## config.mk

```make
export PLATFORM = sky130hd
export DESIGN_NAME = spiker_run_ctrl
export DESIGN_NICKNAME = d
export VERILOG_FILES = /design/src/rtl/spiker_ctrl_pkg.sv /design/src/rtl/spiker_ctrl_timer.sv /design/src/rtl/spiker_run_ctrl.sv
export SDC_FILE = /design/constraint.sdc
export NUM_CORES = 1
export LEC_CHECK = 0
export BUFFER_PORTS_ARGS = -buffer_cell sky130_fd_sc_hd__clkbuf_2
export CAP_MARGIN = 0
export CORE_UTILIZATION = 35
export CTS_CLUSTER_SIZE = 24
export DETAILED_ROUTE_END_ITERATION = 10
export PLACE_DENSITY = 0.54
export SYNTH_ARGS = -nofsm -noshare
export SYNTH_HDL_FRONTEND = slang
export SYNTH_SLANG_ARGS = --single-unit
```

## constraint.sdc

```tcl
create_clock -name clk_i -period 5.25 [get_ports clk_i]
set_input_delay 0.2625 -clock clk_i [delete_from_list [all_inputs] [get_ports clk_i]]
set_output_delay 0.2625 -clock clk_i [all_outputs]
set_load 0.01 [all_outputs]
```

## src/rtl/spiker_ctrl_pkg.sv

```systemverilog
// rtl/spiker_ctrl_pkg.sv - shared types for the spiker run sequencer
package spiker_ctrl_pkg;

    typedef enum logic [2:0] {
        IDLE       = 3'd0,
        CLEAR      = 3'd1,
        STEP_START = 3'd2,
        STEP_WAIT  = 3'd3,
        SETTLE     = 3'd4,
        SAMPLE     = 3'd5
    } state_e;

    typedef enum logic [1:0] {
        ERR_NONE    = 2'd0,
        ERR_ZERO    = 2'd1,
        ERR_TIMEOUT = 2'd2,
        ERR_ABORT   = 2'd3
    } err_e;

endpackage

```

## src/rtl/spiker_ctrl_timer.sv

```systemverilog
// rtl/spiker_ctrl_timer.sv - loadable up-counter with enable and expiry compare
module spiker_ctrl_timer #(
    parameter int W = 20
) (
    input  logic         clk_i,
    input  logic         rst_ni,
    input  logic         load_i,
    input  logic [W-1:0] load_val_i,
    input  logic         en_i,
    input  logic [W-1:0] limit_i,
    output logic         expired_o
);

    logic [W-1:0] cnt_q;

    // Load has priority over counting so a new interval always restarts cleanly.
    always_ff @(posedge clk_i or negedge rst_ni) begin
        if (!rst_ni) begin
            cnt_q <= '0;
        end else if (load_i) begin
            cnt_q <= load_val_i;
        end else if (en_i) begin
            cnt_q <= cnt_q + W'(1);
        end
    end

    assign expired_o = (cnt_q == limit_i);

endmodule

```

## src/rtl/spiker_run_ctrl.sv

```systemverilog
// rtl/spiker_run_ctrl.sv - run sequencer: clear, N timesteps, settle, sample, status
module spiker_run_ctrl
    import spiker_ctrl_pkg::*;
#(
    parameter int STEP_W      = 16,
    parameter int TIMEOUT_W   = 20,
    parameter int TIMEOUT_CYC = 65535,
    parameter int SETTLE_CYC  = 2
) (
    input  logic              clk_i,
    input  logic              rst_ni,
    input  logic              start_i,
    input  logic              abort_i,
    input  logic              clr_status_i,
    input  logic [STEP_W-1:0] n_steps_i,
    input  logic              core_done_i,
    output logic              core_clear_o,
    output logic              core_start_o,
    output logic              sample_o,
    output logic              busy_o,
    output logic              done_o,
    output logic [1:0]        err_o,
    output logic              irq_o,
    output logic [STEP_W-1:0] step_cnt_o
);

    // The timer is loaded with 1 so that its count equals cycles elapsed since
    // core_start_o (watchdog) or since entry into SETTLE (settle delay).
    localparam logic [TIMEOUT_W-1:0] TO_LIM = TIMEOUT_W'(TIMEOUT_CYC);
    localparam logic [TIMEOUT_W-1:0] ST_LIM = TIMEOUT_W'(SETTLE_CYC);
    localparam bit                   WD_EN  = (TIMEOUT_CYC != 0);

    state_e              state_q, state_d;
    err_e                err_q, err_val;
    logic [STEP_W-1:0]   n_lat_q;
    logic [STEP_W-1:0]   step_cnt_q;
    logic                done_q;
    logic                irq_q;
    logic                abort_clr_q;

    logic                start_acc;
    logic                step_inc;
    logic                set_done;
    logic                set_err;
    logic                abort_hit;
    logic                last_step;
    logic                tmr_load;
    logic                tmr_en;
    logic                tmr_expired;
    logic                wd_expired;
    logic [TIMEOUT_W-1:0] tmr_limit;

    assign last_step  = ((step_cnt_q + STEP_W'(1)) == n_lat_q);
    assign tmr_limit  = (state_q == SETTLE) ? ST_LIM : TO_LIM;
    assign wd_expired = WD_EN && tmr_expired;

    spiker_ctrl_timer #(
        .W(TIMEOUT_W)
    ) u_timer (
        .clk_i      (clk_i),
        .rst_ni     (rst_ni),
        .load_i     (tmr_load),
        .load_val_i (TIMEOUT_W'(1)),
        .en_i       (tmr_en),
        .limit_i    (tmr_limit),
        .expired_o  (tmr_expired)
    );

    // Next-state and event decode; abort from any busy state overrides everything.
    always_comb begin
        state_d   = state_q;
        start_acc = 1'b0;
        step_inc  = 1'b0;
        set_done  = 1'b0;
        set_err   = 1'b0;
        err_val   = ERR_NONE;
        abort_hit = 1'b0;
        tmr_load  = 1'b0;
        tmr_en    = 1'b0;
        unique case (state_q)
            IDLE: begin
                if (start_i) begin
                    if (n_steps_i != '0) begin
                        start_acc = 1'b1;
                        state_d   = CLEAR;
                    end else begin
                        set_err = 1'b1;
                        err_val = ERR_ZERO;
                    end
                end
            end
            CLEAR: begin
                state_d = STEP_START;
            end
            STEP_START: begin
                tmr_load = 1'b1;
                state_d  = STEP_WAIT;
            end
            STEP_WAIT: begin
                tmr_en = 1'b1;
                if (core_done_i) begin
                    step_inc = 1'b1;
                    tmr_load = 1'b1;
                    if (last_step) begin
                        state_d = (SETTLE_CYC == 0) ? SAMPLE : SETTLE;
                    end else begin
                        state_d = STEP_START;
                    end
                end else if (wd_expired) begin
                    set_err = 1'b1;
                    err_val = ERR_TIMEOUT;
                    state_d = IDLE;
                end
            end
            SETTLE: begin
                tmr_en = 1'b1;
                if (tmr_expired) begin
                    state_d = SAMPLE;
                end
            end
            SAMPLE: begin
                set_done = 1'b1;
                state_d  = IDLE;
            end
            default: begin
                state_d = IDLE;
            end
        endcase
        if (abort_i && (state_q != IDLE)) begin
            state_d   = IDLE;
            abort_hit = 1'b1;
            step_inc  = 1'b0;
            set_done  = 1'b0;
            set_err   = 1'b1;
            err_val   = ERR_ABORT;
        end
    end

    // State register and run bookkeeping (latched step target, completed steps).
    always_ff @(posedge clk_i or negedge rst_ni) begin
        if (!rst_ni) begin
            state_q     <= IDLE;
            n_lat_q     <= '0;
            step_cnt_q  <= '0;
            abort_clr_q <= 1'b0;
        end else begin
            state_q     <= state_d;
            abort_clr_q <= abort_hit;
            if (start_acc) begin
                n_lat_q    <= n_steps_i;
                step_cnt_q <= '0;
            end else if (step_inc) begin
                step_cnt_q <= step_cnt_q + STEP_W'(1);
            end
        end
    end

    // Sticky status and interrupt; a set event in the same cycle beats clr_status_i.
    always_ff @(posedge clk_i or negedge rst_ni) begin
        if (!rst_ni) begin
            done_q <= 1'b0;
            err_q  <= ERR_NONE;
            irq_q  <= 1'b0;
        end else begin
            irq_q <= set_done | set_err;
            if (start_acc) begin
                done_q <= 1'b0;
                err_q  <= ERR_NONE;
            end else if (set_err) begin
                done_q <= 1'b0;
                err_q  <= err_val;
            end else if (set_done) begin
                done_q <= 1'b1;
            end else if (clr_status_i) begin
                done_q <= 1'b0;
                err_q  <= ERR_NONE;
            end
        end
    end

    // Core pulses are suppressed in a cycle where abort_i is taking the run down.
    assign core_clear_o = (state_q == CLEAR) || abort_clr_q;
    assign core_start_o = (state_q == STEP_START) && !abort_i;
    assign sample_o     = (state_q == SAMPLE) && !abort_i;
    assign busy_o       = (state_q != IDLE);
    assign done_o       = done_q;
    assign err_o        = err_q;
    assign irq_o        = irq_q;
    assign step_cnt_o   = step_cnt_q;

endmodule

```

==> impl_summary.txt <==
----------------------------------------------------
[Power and ir drop]
  Leakage power total ... 0.001752 µW
  Worst-case vdd ir drop ... 0.1749 mV
  Total power per unit cell area ... 433.5 mW/mm²

[Floorplan]
  Die Ht ... 102.3 µm
  Row count ... 36
  Placeable core region ... 0.009774 mm²
  Effective utilization at floorplan ... 0.3602
  I/O pin count ... 46
  Horizontal die dimension ... 102.3 µm
  Area enclosed by the die boundary ... 0.01046 mm²

[Timing]
  Tightest slew margin relative to the limit ... 0.3890
  Tmin final ... 2632 ps
  Fmax ... 380.0 MHz
  Setup TNS ... 0 ps
  Endpoints failing hold ... 0
  Setup violation total in the final timing report ... 0
  Transition time at the pin with the least slew margin ... 916.4 ps
  Worst setup skew after layout ... 7.557 ps
  Final clock period utilization by the worst path ... 0.5013
  RSZ-0062 raised after global routing ... no
  Max-slew violations ... 0
  Worst setup margin ... 2618 ps

[Setup path]
  Worst reg2reg path endpoint ... state_q[1]
  Delay-heaviest family, CP ... compound AO/OA/AOI/OAI gates
  Cell count along the critical path ... 7
  Largest fanout on the critical path ... 9
  Crit path cell chain ... ha_1 > and3_1 > a21oi_1 > nor4b_1 > o311ai_0 > o41ai_1 > a31oi_1
  Kind of critical path ... reg2reg
  Largest stage delay on the critical path ... 480 ps
  Required time of the critical path ... 5450 ps
  Startpoint of the lowest-slack register-to-register path ... step_cnt_o[0]
  Critical Path AT ... 2830 ps
  Endpoint kind of the worst setup timing path ... flop
  Crit start category ... flop
  Worst Setup EP ... state_q[1]
  Worst R2R Path Depth ... 7
  Crit-path slowest cell ... sky130_fd_sc_hd__dfrtp_1
  Internal reg-to-reg setup slack ... 2620 ps
  Buffering stage count on the worst path with inverters included ... 0
  Launch point of the worst path ... step_cnt_o[0]

[Clocking]
  CTS H-Tree Depth ... 3
  Total clock sinks ... 60
  Number of buffers added to fix hold violations after cts ... 0
  Cell at the root of the clock tree ... sky130_fd_sc_hd__clkbuf_8
  CTS tree ... done
  Worst-skew pair later-pin latency ... 340 ps
  Clock transition at the registers of the reported paths ... 70 ps
  Post-CTS Resized ... 0
  Clock tree buffer depth ... 2
  Post-CTS Setup Inserts ... 0
  CTS Buf Count ... 9

[GRT]
  Antenna violations before repair ... 0
  Via count of the first global-routing pass ... 2908
  Pin count of the biggest net entering global routing ... 61
  Global-route wire length before repair ... 14.93 mm
  Aggregate global routing overflow ... 0
  Total global-route track usage ... 0.1874

[Logic synthesis]
  EDFF count, synth ... 0
  Fraction of the yosys area taken by sequential cells ... 0.4264
  Mapped Nets ... 433
  Post-synthesis average cell area ... 8.609 µm²
  Most common flop cell mapped by yosys ... sky130_fd_sc_hd__dfrtp_1
  Total of flip-flops plus latches after synthesis ... 60
  Number of distinct library cells after synthesis ... 52
  Syn. warnings ... 0
  Share of synthesized registers carrying an async set or reset ... 1.000
  Number of instances in the synthesized netlist ... 409
  Mapped cell area ... 0.003521 mm²

[Detailed routing]
  Antenna Nets Post-Route ... 0
  Final WL ... 8.913 mm
  Vias per cell ... 5.269
  Via count ... 3051
  Number of DRC markers in iteration 0 ... 165
  Number of remaining DRC errors ... 0
  Length of the first detailed-routing pass in iterations ... 4
  Wire length per cell after detailed routing ... 15.39 µm

[Final layout]
  Growth of design area from synthesis to finish ... 14.61%
  Seq. cell area ... 0.001501 mm²
  Multi-input gate area ... 0.001873 mm²
  Fraction of layout instances using a drive strength above 1 ... 0.1659
  Non-filler instance count after layout ... 579
  Layout Utilization ... 0.4128
  Diodes inserted ... 0
  Nets@finish ... 465
  Number of fill cells ... 987

[Place]
  Number of buffers inserted by port buffering ... 45
  Sum of net half-perimeters after detailed placement ... 6.271 mm
  Placed cell count ... 563
  Weighted congestion at the end of routability-driven global placement ... 0.7860
  Minimum setup slack after placement ... 2292 ps

[Outcome]
  Run status ... finished, final reports clean

[Min path]
  Class of the worst hold path ... in2async

[Flow run]
  Max Cap Violations ... 0

----------------------------------------------------
[worst register-to-register path, cell delays in order, from the launching register on]
cell	delay (ps)
sky130_fd_sc_hd__dfrtp_1	480
sky130_fd_sc_hd__ha_1	320
sky130_fd_sc_hd__and3_1	410
sky130_fd_sc_hd__a21oi_1	110
sky130_fd_sc_hd__nor4b_1	390
sky130_fd_sc_hd__o311ai_0	240
sky130_fd_sc_hd__o41ai_1	410
sky130_fd_sc_hd__a31oi_1	140
[report_power, final]
group	switching (µW)	internal, µW
Combinational	294	226
Sequential	166	568
Clock	181	314
[synth_stat cells (2+ instances only)]
library cell	count	area, µm²
sky130_fd_sc_hd__a211oi_2	2	25.02
sky130_fd_sc_hd__a21o_1	3	22.52
sky130_fd_sc_hd__a21oi_1	12	60.06
sky130_fd_sc_hd__a31oi_1	3	18.77
sky130_fd_sc_hd__and2_1	5	31.28
sky130_fd_sc_hd__and3_1	3	18.77
sky130_fd_sc_hd__and4_1	6	52.55
sky130_fd_sc_hd__buf_2	11	55.05
sky130_fd_sc_hd__buf_6	2	22.52
sky130_fd_sc_hd__clkbuf_1	12	45.04
sky130_fd_sc_hd__dfrtp_1	60	1501
sky130_fd_sc_hd__ha_1	2	25.02
sky130_fd_sc_hd__inv_1	5	18.77
sky130_fd_sc_hd__nand2_1	75	281.5
sky130_fd_sc_hd__nand2b_1	10	62.56
sky130_fd_sc_hd__nand3_1	16	80.08
sky130_fd_sc_hd__nand4_1	13	81.33
sky130_fd_sc_hd__nor2_1	36	135.1
sky130_fd_sc_hd__nor2b_1	4	25.02
sky130_fd_sc_hd__nor3_1	7	35.03
sky130_fd_sc_hd__nor3b_1	3	22.52
sky130_fd_sc_hd__nor4_1	11	68.82
sky130_fd_sc_hd__nor4b_1	2	17.52
sky130_fd_sc_hd__o21ai_0	26	130.1
sky130_fd_sc_hd__o31ai_1	10	75.07
sky130_fd_sc_hd__o32ai_1	2	17.52
sky130_fd_sc_hd__o41ai_1	3	26.28
sky130_fd_sc_hd__or3_1	7	43.79
sky130_fd_sc_hd__xnor2_1	21	183.9
sky130_fd_sc_hd__xor2_1	15	131.4
[worst min-delay path by stage]
stage,cells past startpoint,from,to
after floorplan,0,rst_ni,abort_clr_q
after global placement,1,err_o[1],err_o[1]
after detailed placement,2,rst_ni,n_lat_q[7]
after CTS,2,rst_ni,n_lat_q[7]
after global routing,3,n_steps_i[3],n_lat_q[3]
final,2,rst_ni,n_lat_q[7]
[metal layers]
layer / up-vias / share of wire / global-route usage / wire length [µm]
met3: 8 / 0.048 / 0.04651 / 430
met2: 65 / 0.47 / 0.2932 / 4172
met1: 1477 / 0.47 / 0.2569 / 4224
met4: 0 / 0.0095 / 0.05275 / 85
li1: 1501 / - / - / -
met5: - / 0 / 0 / 0
[cells by family after synthesis]
family	share of synthesized area
and+or+nand+nor	0.2989
AOI/OAI and AO/OA	0.1347
DFF	0.4264
xor gates and xnor gates	0.08955
buffers and inverters	0.04335
adders and majority gates	0.007106
[layout make-up]
class / count / area share
inverters: 6 / 0.005581
multi-input cells: 317 / 0.4642
clock buffers: 11 / 0.03256
well taps: 133 / 0.04124
clock inverters: 5 / 0.02481
repair buffers: 47 / 0.05953
flip-flops and latches: 60 / 0.3721
[flip-flops by register name, summed over array words and instances (netlist names)]
name,cells
u_timer.cnt_q,20
n_lat_q,16
step_cnt_o,16
state_q,3
err_o,2
abort_clr_q,1
done_o,1
irq_o,1
[metrics by stage]
stage / area (µm²) / total power, µW / hold slack (ps)
5_1_grt: 4035 / 1873 / 135.6
2_1_floorplan: 3521 / 1089 / -33.09
4_1_cts: 4035 / 1766 / 111.3
6_report: 4035 / 1749 / 84.07
3_3_place_gp: 3804 / 1249 / 465.4
3_5_place_dp: 3804 / 1261 / 479.6
[cell usage in the layout (no fill, tap or decap), drive strengths merged, types with 2 or more instances in the layout]
master  count
nand2      75
dfrtp      60
clkbuf     56
nor2       36
o21ai      26
xnor2      21
nand3      17
xor2       15
nand4      14
a21oi      12
nor4       11
nand2b     10
o31ai      10
nor3        8
or3         7
and4        6
inv         6
and2        5
nor2b       4
nor3b       3
a21o        3
and3        3
a31oi       3
o41ai       3
bufinv      3
a211oi      3
o32ai       2
nor4b       2
ha          2
clkinv      2
buf         2
o22ai       2
or4         2
(Power assumes the default switching activity.)
